[src/rtl/cadr_clk_seq_if.sv]
// Console/datapath bundle for the CADR machine-clock sequencer.
// The master side is the debug console; the slave side is cadr_clk_seq.
interface cadr_clk_seq_if #(
    parameter int CNT_W = 16
);
    logic             run_req;
    logic             stop_req;
    logic             step_req;
    logic             err;
    logic             slow;
    logic             mem_wait;
    logic             cnt_load;
    logic [CNT_W-1:0] cnt_val;
    logic             mclk_en;
    logic             wp;
    logic             running;
    logic             halted;
    logic             err_halt;
    logic [CNT_W-1:0] step_cnt;

    modport master (
        output run_req, stop_req, step_req, err, slow, mem_wait, cnt_load, cnt_val,
        input  mclk_en, wp, running, halted, err_halt, step_cnt
    );

    modport slave (
        input  run_req, stop_req, step_req, err, slow, mem_wait, cnt_load, cnt_val,
        output mclk_en, wp, running, halted, err_halt, step_cnt
    );
endinterface

[src/rtl/cadr_clk_seq.sv]
// CADR machine-clock sequencer: run/stop/step/error halt, slow stretch and memory wait.
// Optional step counter built only when CADR_STEP_CNT_EN is defined.
//
// state | meaning
// HALT  | machine stopped, waiting for RUN_REQ or STEP_REQ
// PH0   | first phase of a machine cycle, SLOW sampled here
// STR   | slow-cycle stretch, STRETCH_CYC clocks
// PH1   | final phase; MCLK_EN/WP fire unless MEM_WAIT holds it
module cadr_clk_seq #(
    parameter int STRETCH_CYC = 2,
    parameter int CNT_W       = 16
) (
    input logic         clk,
    input logic         r_n,
    cadr_clk_seq_if.slave bus
);
    localparam logic [1:0] HALT = 2'd0;
    localparam logic [1:0] PH0  = 2'd1;
    localparam logic [1:0] STR  = 2'd2;
    localparam logic [1:0] PH1  = 2'd3;

    logic [1:0]       state;
    logic [1:0]       state_nxt;
    logic             single;
    logic             stop_pend;
    logic [3:0]       str_cnt;
    logic             running;
    logic             halted;
    logic             err_halt;
    logic             mclk_en;
    logic             halt_now;
    logic             cnt_expire;
    logic [CNT_W-1:0] step_cnt;

    assign mclk_en = (state == PH1) && !bus.mem_wait;

    always_comb begin
        state_nxt = state;
        halt_now  = 1'b0;
        case (state)
            HALT: begin
                if (bus.step_req && !bus.err)
                    state_nxt = PH0;
                else if (bus.run_req && !bus.stop_req && !bus.err)
                    state_nxt = PH0;
            end
            PH0: state_nxt = bus.slow ? STR : PH1;
            STR: begin
                if (str_cnt == 4'd0)
                    state_nxt = PH1;
            end
            PH1: begin
                if (!bus.mem_wait) begin
                    // A stop arriving on the completing edge still halts right after this cycle.
                    halt_now  = single || stop_pend || bus.stop_req || bus.err || cnt_expire;
                    state_nxt = halt_now ? HALT : PH0;
                end
            end
            default: state_nxt = HALT;
        endcase
    end

    always_ff @(posedge clk or negedge r_n) begin
        if (!r_n) begin
            state     <= HALT;
            single    <= 1'b0;
            stop_pend <= 1'b0;
            str_cnt   <= 4'd0;
            running   <= 1'b0;
            halted    <= 1'b1;
            err_halt  <= 1'b0;
        end else begin
            state   <= state_nxt;
            running <= (state_nxt != HALT);
            halted  <= (state_nxt == HALT);
            case (state)
                HALT: begin
                    if (state_nxt == PH0) begin
                        single    <= bus.step_req;
                        stop_pend <= 1'b0;
                        err_halt  <= 1'b0;
                    end
                end
                PH0: begin
                    if (bus.slow)
                        str_cnt <= 4'(STRETCH_CYC - 1);
                end
                STR: begin
                    if (str_cnt != 4'd0)
                        str_cnt <= str_cnt - 4'd1;
                end
                default: ;
            endcase
            if ((state != HALT) && bus.stop_req)
                stop_pend <= 1'b1;
            if (halt_now) begin
                stop_pend <= 1'b0;
                single    <= 1'b0;
                err_halt  <= bus.err;
            end
        end
    end

`ifdef CADR_STEP_CNT_EN
    always_ff @(posedge clk or negedge r_n) begin
        if (!r_n)
            step_cnt <= '0;
        else if (bus.cnt_load)
            step_cnt <= bus.cnt_val;
        else if (mclk_en && (step_cnt != '0))
            step_cnt <= step_cnt - 1'b1;
    end

    // A same-cycle load wins, so no decrement and no expiry then.
    assign cnt_expire = mclk_en && !bus.cnt_load && (step_cnt == CNT_W'(1));
`else
    logic unused_cnt;
    assign unused_cnt = ^{bus.cnt_load, bus.cnt_val};
    assign step_cnt   = '0;
    assign cnt_expire = 1'b0;
`endif

    assign bus.mclk_en  = mclk_en;
    assign bus.wp       = mclk_en;
    assign bus.running  = running;
    assign bus.halted   = halted;
    assign bus.err_halt = err_halt;
    assign bus.step_cnt = step_cnt;
endmodule

[src/flat_wrapper.sv]
// flat-port wrapper written by rule: the top's interface ports become plain ports
module cadr_clk_seq_flat 
#(
    parameter int STRETCH_CYC = 2,
    parameter int CNT_W       = 16
)
  (clk, r_n, bus_run_req, bus_stop_req, bus_step_req, bus_err, bus_slow, bus_mem_wait, bus_cnt_load, bus_cnt_val, bus_mclk_en, bus_wp, bus_running, bus_halted, bus_err_halt, bus_step_cnt);
  cadr_clk_seq_if #(.CNT_W(CNT_W)) bus_i ();
  input logic clk;
  input logic r_n;
  input wire logic [$bits(bus_i.run_req)-1:0] bus_run_req;
  input wire logic [$bits(bus_i.stop_req)-1:0] bus_stop_req;
  input wire logic [$bits(bus_i.step_req)-1:0] bus_step_req;
  input wire logic [$bits(bus_i.err)-1:0] bus_err;
  input wire logic [$bits(bus_i.slow)-1:0] bus_slow;
  input wire logic [$bits(bus_i.mem_wait)-1:0] bus_mem_wait;
  input wire logic [$bits(bus_i.cnt_load)-1:0] bus_cnt_load;
  input wire logic [$bits(bus_i.cnt_val)-1:0] bus_cnt_val;
  output wire logic [$bits(bus_i.mclk_en)-1:0] bus_mclk_en;
  output wire logic [$bits(bus_i.wp)-1:0] bus_wp;
  output wire logic [$bits(bus_i.running)-1:0] bus_running;
  output wire logic [$bits(bus_i.halted)-1:0] bus_halted;
  output wire logic [$bits(bus_i.err_halt)-1:0] bus_err_halt;
  output wire logic [$bits(bus_i.step_cnt)-1:0] bus_step_cnt;
  assign bus_i.run_req = bus_run_req;
  assign bus_i.stop_req = bus_stop_req;
  assign bus_i.step_req = bus_step_req;
  assign bus_i.err = bus_err;
  assign bus_i.slow = bus_slow;
  assign bus_i.mem_wait = bus_mem_wait;
  assign bus_i.cnt_load = bus_cnt_load;
  assign bus_i.cnt_val = bus_cnt_val;
  assign bus_mclk_en = bus_i.mclk_en;
  assign bus_wp = bus_i.wp;
  assign bus_running = bus_i.running;
  assign bus_halted = bus_i.halted;
  assign bus_err_halt = bus_i.err_halt;
  assign bus_step_cnt = bus_i.step_cnt;
  cadr_clk_seq #(.STRETCH_CYC(STRETCH_CYC), .CNT_W(CNT_W)) u_core (.clk(clk), .r_n(r_n), .bus(bus_i));
endmodule
[config.mk]
export PLATFORM = sky130hd
export DESIGN_NAME = cadr_clk_seq_flat
export DESIGN_NICKNAME = d
export VERILOG_FILES = /design/src/rtl/cadr_clk_seq_if.sv /design/src/rtl/cadr_clk_seq.sv /design/src/flat_wrapper.sv
export SDC_FILE = /design/constraint.sdc
export NUM_CORES = 1
export LEC_CHECK = 0
export CAP_MARGIN = 20
export CORE_MARGIN = 8
export CORE_UTILIZATION = 25
export DETAILED_ROUTE_END_ITERATION = 16
export PLACE_DENSITY = 0.62
export SLEW_MARGIN = 20
export SYNTH_ARGS = -nofsm -noshare
export SYNTH_HDL_FRONTEND = slang
export SYNTH_SLANG_ARGS = --single-unit
[constraint.sdc]
create_clock -name clk -period 2.6 [get_ports clk]
set_input_delay 0.52 -clock clk [delete_from_list [all_inputs] [get_ports clk]]
set_output_delay 0.52 -clock clk [all_outputs]
set_load 0.02 [all_outputs]
After elaboration in Yosys (flattened, before gate mapping)
Index checks and enable logic that the tools add are counted.
Operators by class
  $add $sub $neg: 1
  multiply operators: 0
  div/mod/pow operators: 0
  magnitude comparators: 0
  eq/ne operators: 6
  shift operators: 0
  multiplexer cells: 20
  bitwise operators: 0
  reduce and logical (&&, ||, !) cells: 25
Operators by type and width (number)
  $mux 1: 12
  $reduce_bool 2->1: 5
  $mux 2: 4
  $mux 4: 2
  $pmux 2 s4: 1
  $pmux 4 s2: 1
  $reduce_bool 3->1: 2
  $logic_and 1x1->1: 5
  $eq 2x1->1 const B: 2
  $eq 2x2->1 const B: 2
  $logic_not 2->1: 2
  $logic_not 4->1: 1
  $reduce_and 2->1: 2
  $reduce_bool 4->1: 1
  $sub 4x1->4 const B: 1
  $logic_not 1->1: 3
  $logic_or 1x1->1: 3
  $reduce_and 3->1: 1
  $ne 2x1->1 const B: 1
  $ne 2x2->1 const B: 1
Storage, ports and cells
  bits in registers: 11
  bits in latches: 0
  bits in writable memories: 0
  ROM bits: 0
  word-level logic and storage cells: 59
  memories kept: 0

Logic depth before layout (Yosys ltp)
  depth after elaboration: 11
  mapped depth: 6
  depth with buffers taken out: 6

Worst setup path after synthesis
Ideal clock, no wire load.
  path kind: input-to-output
  start: input port bus_mem_wait
  end: output port bus_wp
  arrival: 1.136 ns
  required time: 2.080 ns
  slack: 0.944 ns
  stages on the path: 2
  path buffers: 1
  cells stage by stage: nor2_1 > buf_4
Between the ends
  word-level cells in the longest chain between the ends: 2
RTL lines
  from (decl): RTL line flat_wrapper.sv:16  | input wire logic [$bits(bus_i.mem_wait)-1:0] bus_mem_wait;
  $logic_not 1->1: RTL line cadr_clk_seq.sv:35  | assign mclk_en = (state == PH1) && !bus.mem_wait;
  $logic_and 1x1->1: RTL line cadr_clk_seq.sv:35
  to (decl): RTL line flat_wrapper.sv:20  | output wire logic [$bits(bus_i.wp)-1:0] bus_wp;
No other way between the ends.

Final worst setup path
Ends and elaborated chain as after synthesis.

==> results.toml <==
[run_status]
status = "complete, no violations"

[detailed_routing]
vias = 542
dr.max_layer_used = "met4"
first_pass_iters = 4
dr_wl_met3_microns = 126
drcViolationCount = 0
m1WireLength_microns = 653
routed-wl-met2_microns = 652
avgViaCountPerCell = 4.37
antenna_left = 0
drt_iter0_markers = 10
postRouteWirelength_mm = 1.44
wl_per_cell_microns = 11.6

[global_routing]
antenna_found_initial = 0
grt_pass1_vias = 532
grtUsageTotal_pct = 5.93
grt-ovfl-total = 0
grt_pass1_wl_mm = 2.40
grt_start_max_net_pins = 14

[power]
power_frac_seq_pct = 41.2
p_comb_share_pct = 44.7
power.total_uw = 813
swShare_pct = 41.0
p_switching_uw = 334
peakVddDrop_mv = 0.409
p_leak_uw = 0.000357
internal_power_uw = 479
p_per_area_nw_per_um2 = 998
power.share.clock_pct = 14.1

[clocking]
cts_buffers = 3
cts.path.max_buffers = 2
htreeDepth = 1
holdBufCountCts = 0
cts_setup_buffers = 0
cts_resized = 0
cts-root-buf = "clkbuf_4"
cts_tree = "done"
cts.sinks = 11
clk-insertion-delay-late_ns = 0.26
clk_pin_slew_ns = 0.07

[cells_and_area]
multi_input_area_sq_um = 345
fillers = 297
final_cell_area_sq_um = 815
seq_area_sq_um = 277
drive_gt1_share_pct = 7.53
final_core_util_pct = 29.8
syn_to_final_growth_pct = 14.4
antenna_cells = 0
nets = 121

[timing]
fmax_ghz = 0.423
maxSlewViolCount = 0
hold_slack_ns = 0.543
finalSetupViolCount = 0
fin_tns_setup_ns = 0
min_period_ns = 2.36
worst_pin_slew_ns = 0.539
skew_ns = 0.00148
finalHoldViolCount = 0
rsz0062_at_grt = "no"
period_share_pct = 90.9
relSlewSlack_pct = 64.0

[critical_path]
worstPathArrival_ns = 1.84
crit_type = "in2out"
path_max_fanout = 4
reg2reg_from = "u_core.str_cnt[0]"
cp-endpoint = "bus_wp"
cp-startpoint = "bus_mem_wait"
critPathRequiredTime_ns = 2.08
cp-start-kind = "input port"
r2r-end = "u_core.str_cnt[1]"
end_kind = "output port"
regToRegSetupSlack_ns = 1.02
worstRegToRegCells = 6

[floorplan]
ios = 46
die_area_sq_um = 4810
die_w_microns = 69.4
die_h_microns = 69.4
num_rows = 19
core-area_sq_um = 2730
initial_core_util_pct = 26.0

[place]
gp_congestion = 0.813
placed_cell_area_sq_um = 788
portBuffers = 12
post-dp-hpwl_mm = 1.17

[synthesis]
avgSynthCellArea_sq_um = 8.79
yosys_register_bits = 11
synth_warnings = 0
synthCells = 81
yosysUniqueCellTypes = 27
syn-cell-area_sq_um = 712
yosysSeqAreaShare_pct = 38.8

[run]
cap_violations = 0

[min_path]
hold_class = "reg2reg"
-- layout make-up --
class / count / area share, %
clock buffer: 4 / 3.23
inverter: 2 / 0.922
multi-input combinational: 64 / 42.4
sequential: 11 / 33.9
tap: 31 / 4.76
timing repair buffer: 12 / 14.7
-- cells in the final DEF, fill, tap and decap left out, types with 2 or more instances in the layout --
| cell type | count |
|---|---|
| a21boi_0 | 2 |
| a21oi_1 | 2 |
| clkbuf_4 | 3 |
| clkdlybuf4s50_1 | 12 |
| conb_1 | 16 |
| dfrtp_1 | 10 |
| ha_1 | 2 |
| inv_1 | 2 |
| nand2_1 | 8 |
| nand2b_1 | 3 |
| nand3_1 | 3 |
| nor2_1 | 7 |
| nor2b_1 | 3 |
| nor3_1 | 2 |
| o21ai_0 | 5 |
-- metrics by stage --
step / worst slack [ns] / std cells
after floorplan: 0.944 / 96
after global placement: 0.228 / 120
after detailed placement: 0.238 / 120
after CTS: 0.215 / 124
after global routing: 0.0648 / 124
final: 0.238 / 124
-- worst max-delay path, stage by stage --
cell and delay, ns:
clkdlybuf4s50_1 0.43, nor2_1 0.23, clkdlybuf4s50_1 0.66
-- registers in the layout, indices dropped and copies added, names as in the netlist --
| register | cells |
|---|---|
| u_core.str_cnt | 4 |
| u_core.state | 2 |
| u_core.bus.err_halt | 1 |
| u_core.bus.halted | 1 |
| u_core.bus.running | 1 |
| u_core.single | 1 |
| u_core.stop_pend | 1 |
-- layer usage --
| layer | track usage, % | up-vias |
|---|---|---|
| li1 | - | 267 |
| met1 | 6.49 | 257 |
| met2 | 9.02 | 16 |
| met3 | 3.00 | 2 |
| met4 | 3.42 | 0 |
| met5 | 0 | - |
-- power by group through the flow --
stage / Combinational, uW / Sequential, uW / Clock, uW
global placement: 352 / 334 / 0
detailed placement: 368 / 337 / 0
global route: 406 / 349 / 126
CTS: 369 / 335 / 119
finish: 363 / 335 / 115
floorplan: 289 / 323 / 0
-- cell families after synthesis --
kind of cell,after synthesis,share of synthesized area (%)
compound gates,14,12.1
flops,11,38.8
simple gates,32,24.4
other cells,1,0.527
buf+inv,21,20.6
fa+ha+maj,2,3.51
-- cell usage after synthesis --
library cell	n	area, sq um
a21boi_0	2	15.0
a21oi_1	2	10.0
a221oi_1	1	8.76
a22oi_1	1	7.51
and3_1	1	6.26
buf_4	18	135
clkbuf_1	1	3.75
conb_1	1	3.75
dfrtp_1	10	250
dfstp_2	1	26.3
ha_1	2	25.0
inv_1	2	7.51
nand2_1	8	30.0
nand2b_1	3	18.8
nand3_1	3	15.0
nor2_1	7	26.3
nor2b_1	3	18.8
nor3_1	2	10.0
nor3_2	1	10.0
nor3b_2	1	12.5
nor4_1	1	6.26
o21a_1	1	7.51
o21ai_0	5	25.0
o21ai_1	1	5.00
o31ai_1	1	7.51
or3_1	1	6.26
or4b_4	1	13.8
-- worst min path at each step --
| stage | startpoint | endpoint | slack (ns) | cells after the start |
|---|---|---|---|---|
| floorplan | r_n | u_core.bus.err_halt | 0.22 | 0 |
| global placement | u_core.single | u_core.single | 0.52 | 2 |
| detailed placement | u_core.stop_pend | u_core.stop_pend | 0.53 | 2 |
| CTS | u_core.stop_pend | u_core.stop_pend | 0.54 | 2 |
| global route | u_core.str_cnt[2] | u_core.str_cnt[2] | 0.56 | 1 |
| finish | u_core.str_cnt[2] | u_core.str_cnt[2] | 0.54 | 1 |
No activity file was read; power rests on OpenSTA's default activity.
